### src/rtl/ex_trap_plic.sv
// ex_trap_plic: prioritised external-interrupt controller for the core trap port.
// Define PLIC_EDGE_EN to add per-source rising-edge triggering at offset 0x90.
module ex_trap_plic #(
  parameter int SRC_NUM = 16,
  parameter int PRIO_W  = 3
) (
  input  logic               clk,
  input  logic               rst_n,
  input  logic [SRC_NUM-1:0] src_i,
  output logic               ex_trap_valid_o,
  output logic [4:0]         ex_trap_id_o,
  input  logic               ex_trap_ready_i,
  input  logic               ex_trap_cplet_i,
  input  logic [4:0]         ex_trap_cplet_id_i,
  input  logic               plic_icb_cmd_valid,
  output logic               plic_icb_cmd_ready,
  input  logic [31:0]        plic_icb_cmd_addr,
  input  logic               plic_icb_cmd_read,
  input  logic [31:0]        plic_icb_cmd_wdata,
  input  logic [3:0]         plic_icb_cmd_wmask,
  output logic               plic_icb_rsp_valid,
  input  logic               plic_icb_rsp_ready,
  output logic               plic_icb_rsp_err,
  output logic [31:0]        plic_icb_rsp_rdata
);

  typedef enum logic [1:0] {
    IDLE,
    REQ,
    WAIT
  } state_t;

  localparam logic [SRC_NUM:0] SRC_MASK = {{SRC_NUM{1'b1}}, 1'b0};

  state_t             state;
  logic [SRC_NUM-1:0] sync1, sync2;
  logic [SRC_NUM:0]   lvl, busy, fire, clr;
  logic [SRC_NUM:0]   pend_q, en_q;
  logic [PRIO_W-1:0]  prio_q [32];
  logic [PRIO_W-1:0]  thr_q;
  logic [4:0]         isr_q;
  logic [4:0]         best_id;
  logic [PRIO_W-1:0]  best_pr;

`ifdef PLIC_EDGE_EN
  logic [SRC_NUM-1:0] sync3;
  logic [SRC_NUM:0]   type_q, lat_q, edg;
`endif

  assign lvl = {sync2, 1'b0};

  // A source is busy while pending or being serviced; it cannot re-fire.
  always_comb begin
    busy = '0;
    for (int i = 0; i <= SRC_NUM; i++) begin
      busy[i] = pend_q[i] || (isr_q == 5'(i));
    end
`ifdef PLIC_EDGE_EN
    edg  = lvl & ~{sync3, 1'b0};
    fire = ((type_q & (edg | lat_q)) | (~type_q & lvl)) & ~busy;
`else
    fire = lvl & ~busy;
`endif
  end

  always_comb begin
    clr = '0;
    if (state == REQ && ex_trap_ready_i) begin
      clr = {{SRC_NUM{1'b0}}, 1'b1} << ex_trap_id_o;
    end
  end

  always_ff @(posedge clk or negedge rst_n) begin
    if (!rst_n) begin
      sync1  <= '0;
      sync2  <= '0;
      pend_q <= '0;
    end else begin
      sync1  <= src_i;
      sync2  <= sync1;
      pend_q <= (pend_q | fire) & ~clr;
    end
  end

`ifdef PLIC_EDGE_EN
  always_ff @(posedge clk or negedge rst_n) begin
    if (!rst_n) begin
      sync3 <= '0;
      lat_q <= '0;
    end else begin
      sync3 <= sync2;
      lat_q <= (lat_q | (type_q & edg & busy)) & ~fire;
    end
  end
`endif

  // Descending scan with >= leaves the lowest ID on priority ties.
  always_comb begin
    best_id = '0;
    best_pr = '0;
    for (int i = SRC_NUM; i >= 1; i--) begin
      if (pend_q[i] && en_q[i] && (prio_q[i] > thr_q)
          && (prio_q[i] >= best_pr)) begin
        best_id = 5'(i);
        best_pr = prio_q[i];
      end
    end
  end

  always_ff @(posedge clk or negedge rst_n) begin
    if (!rst_n) begin
      state           <= IDLE;
      ex_trap_valid_o <= 1'b0;
      ex_trap_id_o    <= '0;
      isr_q           <= '0;
    end else begin
      unique case (state)
        IDLE: begin
          if (best_id != '0) begin
            ex_trap_id_o    <= best_id;
            ex_trap_valid_o <= 1'b1;
            state           <= REQ;
          end
        end
        REQ: begin
          if (ex_trap_ready_i) begin
            ex_trap_valid_o <= 1'b0;
            isr_q           <= ex_trap_id_o;
            state           <= WAIT;
          end
        end
        WAIT: begin
          if (ex_trap_cplet_i && ex_trap_cplet_id_i == isr_q) begin
            isr_q <= '0;
            state <= IDLE;
          end
        end
        default: state <= IDLE;
      endcase
    end
  end

  logic [5:0]  widx;
  logic [31:0] bm, rd;
  logic        sel_prio, sel_pend, sel_en, sel_thr, sel_isr;
  logic        mapped, dec_err, hs, wr;
  logic        unused_ok;

  assign widx = plic_icb_cmd_addr[7:2];
  assign bm   = {{8{plic_icb_cmd_wmask[3]}}, {8{plic_icb_cmd_wmask[2]}},
                 {8{plic_icb_cmd_wmask[1]}}, {8{plic_icb_cmd_wmask[0]}}};
  assign unused_ok = ^{plic_icb_cmd_addr[31:8], plic_icb_cmd_addr[1:0],
                       plic_icb_cmd_wdata, bm};

  assign sel_prio = !widx[5] && ({1'b0, widx[4:0]} <= 6'(SRC_NUM));
  assign sel_pend = widx == 6'h20;
  assign sel_en   = widx == 6'h21;
  assign sel_thr  = widx == 6'h22;
  assign sel_isr  = widx == 6'h23;

`ifdef PLIC_EDGE_EN
  logic sel_type;
  assign sel_type = widx == 6'h24;
  assign mapped   = sel_prio | sel_pend | sel_en | sel_thr | sel_isr | sel_type;
`else
  assign mapped   = sel_prio | sel_pend | sel_en | sel_thr | sel_isr;
`endif

  assign dec_err = !mapped || (!plic_icb_cmd_read && (sel_pend || sel_isr));
  assign plic_icb_cmd_ready = !plic_icb_rsp_valid || plic_icb_rsp_ready;
  assign hs = plic_icb_cmd_valid && plic_icb_cmd_ready;
  assign wr = hs && !plic_icb_cmd_read && !dec_err;

  always_comb begin
    rd = '0;
    unique case (1'b1)
      sel_prio: rd = 32'(prio_q[widx[4:0]]);
      sel_pend: rd = 32'(pend_q);
      sel_en:   rd = 32'(en_q);
      sel_thr:  rd = 32'(thr_q);
      sel_isr:  rd = 32'(isr_q);
`ifdef PLIC_EDGE_EN
      sel_type: rd = 32'(type_q);
`endif
      default:  rd = '0;
    endcase
  end

  // Entry 0 and entries above SRC_NUM are never written and stay zero.
  always_ff @(posedge clk or negedge rst_n) begin
    if (!rst_n) begin
      for (int i = 0; i < 32; i++) prio_q[i] <= '0;
      en_q  <= '0;
      thr_q <= '0;
`ifdef PLIC_EDGE_EN
      type_q <= '0;
`endif
    end else if (wr) begin
      if (sel_prio && widx[4:0] != '0) begin
        prio_q[widx[4:0]] <= (prio_q[widx[4:0]] & ~bm[PRIO_W-1:0])
                           | (plic_icb_cmd_wdata[PRIO_W-1:0] & bm[PRIO_W-1:0]);
      end
      if (sel_en) begin
        en_q <= ((en_q & ~bm[SRC_NUM:0])
               | (plic_icb_cmd_wdata[SRC_NUM:0] & bm[SRC_NUM:0])) & SRC_MASK;
      end
      if (sel_thr) begin
        thr_q <= (thr_q & ~bm[PRIO_W-1:0])
               | (plic_icb_cmd_wdata[PRIO_W-1:0] & bm[PRIO_W-1:0]);
      end
`ifdef PLIC_EDGE_EN
      if (sel_type) begin
        type_q <= ((type_q & ~bm[SRC_NUM:0])
                 | (plic_icb_cmd_wdata[SRC_NUM:0] & bm[SRC_NUM:0])) & SRC_MASK;
      end
`endif
    end
  end

  always_ff @(posedge clk or negedge rst_n) begin
    if (!rst_n) begin
      plic_icb_rsp_valid <= 1'b0;
      plic_icb_rsp_err   <= 1'b0;
      plic_icb_rsp_rdata <= '0;
    end else if (hs) begin
      plic_icb_rsp_valid <= 1'b1;
      plic_icb_rsp_err   <= dec_err;
      plic_icb_rsp_rdata <= plic_icb_cmd_read ? rd : '0;
    end else if (plic_icb_rsp_ready) begin
      plic_icb_rsp_valid <= 1'b0;
    end
  end

endmodule

### config.mk
export PLATFORM = sky130hd
export DESIGN_NAME = ex_trap_plic
export DESIGN_NICKNAME = d
export VERILOG_FILES = /design/src/rtl/ex_trap_plic.sv
export SDC_FILE = /design/constraint.sdc
export NUM_CORES = 1
export LEC_CHECK = 0
export BUFFER_PORTS_ARGS = -buffer_cell sky130_fd_sc_hd__buf_2
export CAP_MARGIN = 20
export CORE_ASPECT_RATIO = 0.9
export CORE_MARGIN = 1.5
export CORE_UTILIZATION = 34
export CTS_CLUSTER_SIZE = 14
export DETAILED_ROUTE_END_ITERATION = 8
export GPL_TIMING_DRIVEN = 0
export HOLD_SLACK_MARGIN = 0.05
export SLEW_MARGIN = 0
export SYNTH_ARGS = -nofsm -noshare
export SYNTH_HDL_FRONTEND = slang
export SYNTH_SLANG_ARGS = --single-unit
### constraint.sdc
create_clock -name clk -period 19.5 [get_ports clk]
set_input_delay 4.875 -clock clk [delete_from_list [all_inputs] [get_ports clk]]
set_output_delay 4.875 -clock clk [all_outputs]
set_load 0.02 [all_outputs]
Word level (Yosys, flattened, before mapping)
Index checks and enable logic that the tools add are counted.

Flip-flop bits (word level): 211. Output and inout port bits: 41. Bits of input ports: 96. Logic and storage cells: 274.

Eq/ne operators: 26. Reductions and logical operators: 96. Shifts and indexed selects: 1. Magnitude comparators: 35. Bitwise logic cells: 20. Muxes and demuxes: 52.

Operators by type and width (count): $bwmux W96 (1); $mux W5 (18); $pmux W17 S5 (1); $and A17 B17 Y17 (4); $logic_and A1 B1 Y1 (57); $mux W3 (18); $not A17 Y17 (3); $gt A3 B3 Y1 (16); $ge A3 B3 Y1 (15); $eq A5 B4 Y1 const B (8); $or A17 B17 Y17 (2); $mux W32 (1); $eq A6 B6 Y1 const B (4); $eq A5 B3 Y1 const B (4); $logic_or A1 B1 Y1 (20); $mux W17 (1); $shl A1 B5 Y17 const A (1); $bmux W3 S5 (1); $demux W3 S5 (1); $eq A5 B2 Y1 const B (2); $pmux W5 S2 (1); $reduce_bool A5 Y1 (2); $and A3 B3 Y3 (3); $reduce_and A3 Y1 (3); 23 further kinds (43).

Logic depth before layout (Yosys ltp)
Depth in word-level cells: 52. Gate-level depth with buffers: 108. Gate-level depth less buffers: 106.

Least setup slack after synthesis
OpenSTA, ideal clock, no wires.

Path kind: reg2reg. Start: reg with a tool-made name. End: reg ex_trap_id_o[1]. Setup time: 0.142 ns. Arrival: 20.397 ns. Period minus slack after synthesis: 20.540 ns. Data required time: 19.358 ns. Path slack: -1.040 ns. Buffers on the path: 2. Cell stages (with the launch flop): 106. Cells stage by stage: dfrtp_1 -> inv_1 -> ha_1 -> nor2b_1 -> o211a_1 -> nand2_1 -> ha_1 -> a21oi_1 -> o21ai_1 -> a311o_1 -> and2_1 -> ha_1 -> a21o_1 -> a31oi_1 -> or2_2 -> buf_4 -> nor2_1 -> a21oi_1 -> [... 70 more ...] -> mux2_2 -> ha_1 -> nand2b_1 -> a21oi_1 -> nor2b_1 -> o221ai_1 -> inv_1 -> or3_1 -> o31ai_1 -> ha_1 -> nand2b_1 -> a21oi_1 -> nor2b_1 -> o221ai_1 -> nand2_1 -> or3_1 -> o21ai_0 -> o211ai_1.

RTL lines: to (signal assigned) (line 120) `ex_trap_id_o <= best_id;`; to (decl) (line 11) `output logic [4:0] ex_trap_id_o,`.

==> reports/metrics.cfg <==
[routing]
vias_per_cell = 5.55
routed_wl_um = 34500
postRouteAntennaNets = 0
drtIter0Drc = 750
vias = 9365
routedWlPerCell_um = 20.5
drc = 0
dr.pass1.iters = 5

[die]
design.die.area_um2 = 34500
die-height_um = 176
start_util_pct = 34.5
io_pins = 137
core_um2 = 32900
num_rows = 63
die_w_um = 196

[sta]
tightestPinTransition_ps = 965
fin_crit_sh_pct = 101
report.final.slew_viol_count = 0
clock-skew-final_ps = 19.7
hold_viol = 0
timing.fmax_mhz = 50.5
fin_tns_setup_ps = -1310
max_slew_margin_pct = 34.0
setup_slack_ps = -283
hold_ws_ps = 352
min_period_ps = 19780
grt_setup_unrepaired = yes
setup_viol = 7

[synthesis]
synth_most_common_cell = dfrtp_1
synth_edf_count = 0
synth_top_area_share_pct = 43.3
synth-async-reset-ratio_pct = 100
ys_top_cells_by_count = dfrtp_1, nand2_1, mux2_2
synthCells = 1064
ys_seq_area_share_pct = 43.3
synth_largest_area_cell = dfrtp_1
synth_seq_cells = 196
syn_avg_cell_area_um2 = 10.7
synth_ff_type = dfrtp_1
synth_area_leaders = dfrtp_1, mux2_2, ha_1
synth.distinct_cells = 81
netlist_area_um2 = 11300
yosysWarnings = 0

[cts]
clk_pin_slew_ps = 80
cts_htree_levels = 4
clkLatencyLatePin_ps = 460
hold_buffers = 0
cts_tree = built
cts_buffers = 17
clockRootBuffer = clkbuf_16
clkSinkCount = 196
cts_max_path_buffers = 2

[setup_path]
critPathKind = reg -> reg
crit_required_ps = 19820
arrival_ps = 20110
startpoint_type = flop
slowest_delay_ps = 420
path_max_fanout = 4
worst_setup_path_end_kind = flop
critPathSlowestCell = or3_4
crit_top_cell = nand2b_4

[final_layout]
multi_input_area_um2 = 6470
n_antenna_cell = 0
finalNetCount = 1420
fill_cells = 3112
seqCellArea_um2 = 4910
drive_gt1_share_pct = 32.8
syn_to_final_growth_pct = 24.8
postLayoutCellArea_um2 = 14200
final_util_pct = 43.1

[place]
gp_congestion = 0.916
placed_cell_area_um2 = 12600
hpwl_um = 25000
port_buffers = 76

[global_routing]
grt_pass1_wl_um = 53600
grt_pass1_vias = 9292
overflow = 0
grt_start_max_net_pins = 121
antenna_found_initial = 0
grt.total_usage_pct = 20.4

[power]
p_per_area_nw_per_um2 = 64.9
vdd_drop_max_uv = 56.3
power_leakage_nw = 6.38

[worst_hold_path]
hold_path.class = reg -> reg

[run_status]
outcome = complete, but fails checks
violations = setup timing

[run]
cap_violations = 0

## critical path: cells and delay by family (launching register included)
kind                     cells  cell delay (ps)
flip-flops                   1              400
multiplexers                 3             1020
AND/OR/NAND/NOR             37             5910
adder cells (fa/ha/maj)     18             4790
AO/OA/AOI/OAI               40             7010
buffers and inverters        3              480
## kinds of logic (layout without fill, tap and decap cells)
family                     Yosys count  count (layout)  synth area share (%)
AOI/OAI and AO/OA                  250             250                  15.7
xor gates and xnor gates             5               5                 0.386
adders and majority gates           74              74                  8.10
buffers and inverters              135             323                  5.04
DFF                                196             196                  43.3
muxes                              116             116                  14.6
other                                1              15                0.0331
and+or+nand+nor                    287             287                  12.8
## routing by layer
metal / share of wire (%) / vias to the layer above / global-route usage, %
met1: 46 / 4692 / 28.2
met4: 3.3 / 0 / 8.82
met5: 0 / - / 0
li1: - / 4268 / -
met3: 6.2 / 70 / 4.13
met2: 45 / 335 / 31.2
## per-stage QoR
step                      power, mW  setup WS (ps)  std cells
after floorplan               0.491           -310       1078
after global placement        0.535          -2540       1576
after detailed placement      0.537          -2730       1577
after CTS                     0.926          -54.8       1673
after global routing          0.950          -1140       1688
final                         0.919           -283       1688
## power breakdown
part,total [mW],switching [mW],internal (mW)
registers,0.431,0.0127,0.418
clock network,0.386,0.203,0.183
logic,0.102,0.0683,0.0341
## registers in the layout, indices dropped and copies added (netlist names), 2 cells and up, named ones only
register and count:
sync2 16, ex_trap_id_o 5, plic_icb_rsp_rdata 17, isr_q 5, prio_q 96, pend_q 17, sync1 16, state 2
## placed cells by master (no fill, tap or decap), types with 8 or more instances in the layout
cell | Yosys | layout
dfrtp_1 | 196 | 195
nand2_1 | 101 | 96
buf_4 | 17 | 94
buf_2 | 1 | 76
mux2_2 | 79 | 76
clkbuf_1 | 69 | 69
ha_1 | 71 | 63
a21oi_1 | 57 | 51
inv_1 | 45 | 42
o21ai_0 | 41 | 35
nand3_1 | 35 | 32
mux4_2 | 32 | 32
nor2_1 | 33 | 28
nor2b_1 | 21 | 18
clkbuf_16 | 0 | 17
a22oi_1 | 16 | 16
a31oi_1 | 17 | 15
conb_1 | 1 | 15
nand2b_4 | 0 | 12
a21o_1 | 11 | 11
and2_1 | 15 | 10
nor3_1 | 9 | 9
nand4_1 | 8 | 8
ha_4 | 0 | 8
## cell type report
class,count,area share (%)
tap,422,3.73
inverter,45,1.25
timing repair buffer,158,7.30
buffer,88,2.74
clock inverter,15,1.58
multi-input combinational,747,45.7
clock buffer,17,3.01
sequential,196,34.7
## what timing repair did
| item | CTS | global route |
|---|---|---|
| pin swaps | 65 | 33 |
| setup buffers | 66 | 15 |
| endpoints found under the setup margin | 7 | 7 |
| resized for setup | 46 | 16 |
## path summary, 6_finish.rpt
path	start	cells after the start	end	slack, ps
setup / recovery	flop	101	ex_trap_id_o[1]	-280
hold / removal	sync1[12]	0	sync2[12]	350
setup reg to reg	flop	101	ex_trap_id_o[1]	-280
hold reg to reg	sync1[12]	0	sync2[12]	350
max in group asynchronous	rst_n	2	prio_q[95]	14110
min in group asynchronous	rst_n	1	plic_icb_rsp_valid	4380
No activity file was read; power rests on OpenSTA's default activity.
